### src/rtl/egd_bit_aligner.sv
// rtl/egd_bit_aligner.sv - 64-bit shift buffer presenting a 16-bit look-ahead window to the exp-Golomb decoder
module egd_bit_aligner #(
  parameter int IN_W  = 32,
  parameter int WIN_W = 16,
  parameter int BUF_W = 64,
  parameter int LEN_W = 5
) (
  input  logic             wb_clk_i,
  input  logic             wb_rst_i,
  input  logic [IN_W-1:0]  in_data,
  input  logic             in_valid,
  output logic             in_ready,
  output logic [WIN_W-1:0] win_data,
  output logic             win_valid,
  input  logic             adv_en,
  input  logic [LEN_W-1:0] adv_len,
  input  logic             align_en,
  output logic             align_busy,
  input  logic             flush,
  output logic [31:0]      bit_pos,
  output logic             adv_err
);

  localparam int CNT_W = $clog2(BUF_W + 1);

  // Buffer is MSB-aligned: the oldest unconsumed bit sits at shreg[BUF_W-1],
  // and every bit below bit_cnt is kept at zero so a new word can be OR-ed in.
  logic [BUF_W-1:0] shreg;
  logic [CNT_W-1:0] bit_cnt;
  logic             align_pend;

  logic             adv_ok;
  logic             adv_bad;
  logic             align_go;
  logic [2:0]       align_d;
  logic             accept;
  logic [CNT_W-1:0] sh;
  logic [CNT_W-1:0] cnt_s;
  logic [CNT_W-1:0] cnt_n;
  logic [BUF_W-1:0] buf_s;
  logic [BUF_W-1:0] ins;
  logic [BUF_W-1:0] buf_n;

  assign in_ready   = (bit_cnt <= CNT_W'(BUF_W - IN_W));
  assign win_valid  = (bit_cnt >= CNT_W'(WIN_W));
  assign win_data   = shreg[BUF_W-1 -: WIN_W];
  assign align_busy = align_pend;

  // Next-state datapath: consume (advance or alignment drop) first, then append the new word behind what remains.
  always_comb begin
    adv_ok   = adv_en && win_valid && (adv_len != '0) && (adv_len <= LEN_W'(WIN_W));
    adv_bad  = adv_en && !adv_ok;
    align_d  = 3'(3'd0 - bit_pos[2:0]);
    align_go = align_pend && !adv_en && (bit_cnt >= CNT_W'(8));
    sh       = '0;
    if (adv_ok) begin
      sh = CNT_W'(adv_len);
    end else if (align_go) begin
      sh = CNT_W'(align_d);
    end
    buf_s  = shreg << sh;
    cnt_s  = bit_cnt - sh;
    accept = in_valid && in_ready;
    ins    = {in_data, {(BUF_W - IN_W){1'b0}}} >> cnt_s;
    buf_n  = buf_s;
    cnt_n  = cnt_s;
    if (accept) begin
      buf_n = buf_s | ins;
      cnt_n = cnt_s + CNT_W'(IN_W);
    end
  end

  // State registers; flush behaves like reset but also arrives mid-stream from the slice parser.
  always_ff @(posedge wb_clk_i) begin
    if (wb_rst_i || flush) begin
      shreg      <= '0;
      bit_cnt    <= '0;
      bit_pos    <= '0;
      align_pend <= 1'b0;
      adv_err    <= 1'b0;
    end else begin
      shreg      <= buf_n;
      bit_cnt    <= cnt_n;
      bit_pos    <= bit_pos + 32'(sh);
      align_pend <= align_en || (align_pend && !align_go);
      adv_err    <= adv_err || adv_bad;
    end
  end

endmodule

### config.mk
export PLATFORM = sky130hd
export DESIGN_NAME = egd_bit_aligner
export DESIGN_NICKNAME = d
export VERILOG_FILES = /design/src/rtl/egd_bit_aligner.sv
export SDC_FILE = /design/constraint.sdc
export NUM_CORES = 1
export LEC_CHECK = 0
export CAP_MARGIN = 0
export CORE_MARGIN = 5
export CORE_UTILIZATION = 38
export DETAILED_ROUTE_END_ITERATION = 16
export GPL_ROUTABILITY_DRIVEN = 0
export HOLD_SLACK_MARGIN = 0.05
export PLACE_DENSITY_LB_ADDON = 0.1
export SLEW_MARGIN = 20
export SYNTH_ARGS = -nofsm -noshare
export SYNTH_HDL_FRONTEND = slang
export SYNTH_SLANG_ARGS = --single-unit
### constraint.sdc
create_clock -name wb_clk_i -period 4.1 [get_ports wb_clk_i]
set_clock_uncertainty 0.05 [all_clocks]
set_input_delay 0.615 -clock wb_clk_i [delete_from_list [all_inputs] [get_ports wb_clk_i]]
set_output_delay 0.615 -clock wb_clk_i [all_outputs]
set_load 0.005 [all_outputs]
==> results.yml <==
logic_synthesis:
  syn_inst: 1342
  syn_nets: 1400
  yosysSeqAreaShare: 0.210
  syn_area_per_cell_um2: 7.46
  async_flop_share: 0
  yosysWarnings: 0
  synth-edff-count: 0
  netlist_area_um2: 10000
  yosysUniqueCellTypes: 76
  yosys_most_used_dff: "dfxtp_1"
  ys_ff_latch: 105
worst_setup_path:
  cp.depth: 18
  worst_r2r_endpoint: "shreg[13]"
  start_kind: "input port"
  reg2regPathDepth: 17
  worstReg2RegStart: "bit_cnt[5]"
  critical_path_class: "input port to flip-flop"
  path_delay_family: "buffers and inverters"
  cpMaxStageDelayCell: "clkdlybuf4s50_1"
  critPathRequiredTime_ps: 4360
  worstSetupEndpointType: "flip-flop"
  ff2ff_setup_slack_ps: 70
  cp_cell_sequence: "clkdlybuf4s50_1 -> o31a_1 -> nand3_1 -> and2_1 -> inv_2 -> ha_2 -> fa_2 -> xor2_4 -> buf_12 -> buf_12 -> mux2_2 -> mux2i_1 -> buf_4 -> nor2_1 -> o22ai_1 -> a21oi_1 -> nor2_1 -> o21a_1"
  cp_num_buf_inv: 5
  worstPathArrival_ps: 4300
  slowest_delay_ps: 540
  crit_fanout: 18
worst_hold_path:
  min_from: "adv_err"
  holdPathEnd: "adv_err"
  hold_class: "flip-flop to flip-flop"
  min_path_cells: 2
power_and_ir_drop:
  p_leak_nw: 5.20
  p_per_area_nw_per_um2: 796
  vdd_ir_drop_max_uv: 372
detailed_routing:
  detail_route.wl_per_cell_um: 21.2
  drc: 0
  antenna_left: 0
  drtIter0Drc: 1364
  first_pass_iters: 6
  via_per_inst: 6.08
  vias: 11400
  drt_wl_total_um: 39700
floorplanning:
  rows: 59
  die-height_um: 172
  die_w_um: 172
  coreArea_um2: 26000
  ioPinCount: 95
  initial_core_util: 0.385
  dieArea_um2: 29700
run:
  drv_cap: 0
placed_design:
  port_buffers: 94
  dp_hpwl_um: 31100
  dp_cells: 1861
  post_dp_cell_area_um2: 12600
finish:
  final_cells: 1877
  final_common_cell: "buf_4"
  drive_gt1_frac: 0.204
  utilization: 0.496
  postLayoutCellArea_um2: 12900
  area_growth_syn_to_layout_pct: 28.7
  nets: 1595
  antenna_cells: 0
  nFillCells: 2618
  final_cell_mix: "buf_4, nand3_1, mux2i_1, nand2_1"
clock_tree:
  postCtsHoldBufs: 0
  cts_root_buffer: "clkbuf_16"
  cts_max_level: 3
  cts_sinks: 105
  clkLatencyLatePin_ps: 370
  cts_buffers: 9
  clockBufferDepth: 2
  clk_pin_slew_ps: 90
  cts_tree: "built"
global_routing:
  grt.total_usage: 0.263
  grt_pass1_wl_um: 61800
  grt_max_degree: 55
  antenna_found_initial: 0
  grt_overflow: 0
  grt_pass1_vias: 10900
timing:
  timing.slew.headroom: 0.483
  maxClockFrequency_ghz: 0.248
  maxSlewViolCount: 0
  period_share: 0.984
  tightest_slew_ps: 772
  fin_crit_ps: 4040
  rsz0062_at_grt: "true"
  holdWs_ps: 451
  hold_viol: 0
  setup_violations: 0
status:
  status: "completed"
## sequential cells by signal, summed over array words and instances, names as in the netlist
register	count
shreg	64
bit_pos	32
bit_cnt	7
adv_err	1
align_busy	1
## through the flow
| stage | TNS [ps] | worst slack [ps] | total power, W |
|---|---|---|---|
| finish | 0 | 64.3 | 0.0103 |
| global placement | -5050 | -248 | 0.00908 |
| CTS | 0 | 86.3 | 0.0100 |
| floorplan | -4.56 | -4.56 | 0.00558 |
| detailed placement | -6880 | -268 | 0.00906 |
| global route | -1.08 | -1.08 | 0.0108 |
## repair_timing
item | in CTS | in global routing
setup endpoints to repair | 0 | 8
resized for setup | 0 | 8
setup buffers | 0 | 0
## metal layers
layer | track usage | part of all wire
met1 | 0.368 | 0.44
met3 | 0.0412 | 0.075
met4 | 0.0851 | 0.033
met5 | 0 | 0
met2 | 0.414 | 0.45
## logic make-up after synthesis
group | after synthesis | synth area share
AOI/OAI and AO/OA | 361 | 0.232
and+or+nand+nor | 512 | 0.248
adders and majority gates | 15 | 0.0203
xor gates and xnor gates | 36 | 0.0330
buffers and inverters | 138 | 0.0647
muxes | 175 | 0.193
DFF | 105 | 0.210
## worst max path at each step
stage	startpoint	endpoint	slack (ps)
5_1_grt	bit_cnt[4]	shreg[13]	-1
3_3_place_gp	adv_en	shreg[13]	-250
3_5_place_dp	adv_en	shreg[13]	-270
6_report	adv_en	shreg[13]	60
4_1_cts	bit_cnt[5]	shreg[13]	90
2_1_floorplan	bit_cnt[4]	shreg[43]	-5
## where the power goes
group	total, W	internal (W)	switching, W
sequential	0.00146	0.00127	0.000191
combinational	0.00787	0.00350	0.00437
clock	0.000929	0.000436	0.000493
total	0.0103	0.00520	0.00505
## worst reg2reg max path, delay by kind of cell (launching register included)
kind,cells,cell delay (ps)
flops,1,310
compound gates,3,630
mux,2,560
fa+ha+maj,2,580
simple gates,5,1080
buf+inv,4,570
xor+xnor,1,190
## final cells by class
type / count / area [um2] / share of cell area
multi-input combinational: 1099 / 7350 / 0.570
timing repair buffer: 306 / 2650 / 0.205
sequential: 105 / 2100 / 0.163
tap: 335 / 419 / 0.0325
clock buffer: 9 / 225 / 0.0175
clock inverter: 7 / 83.8 / 0.00651
inverter: 16 / 60.1 / 0.00466
## synthesized netlist by cell type, types with 30 or more instances
library cell  count  area, um2
a211oi_1         30        225
a21oi_1         105        526
buf_2            32        160
clkbuf_1         62        233
dfxtp_1         105       2100
mux2_2           51        574
mux2i_1         115       1150
nand2_1         111        417
nand3_1         166        831
nor2_1          100        375
o21ai_0          36        180
o21ai_1          39        195
Power figures use the tool's default switching activity.
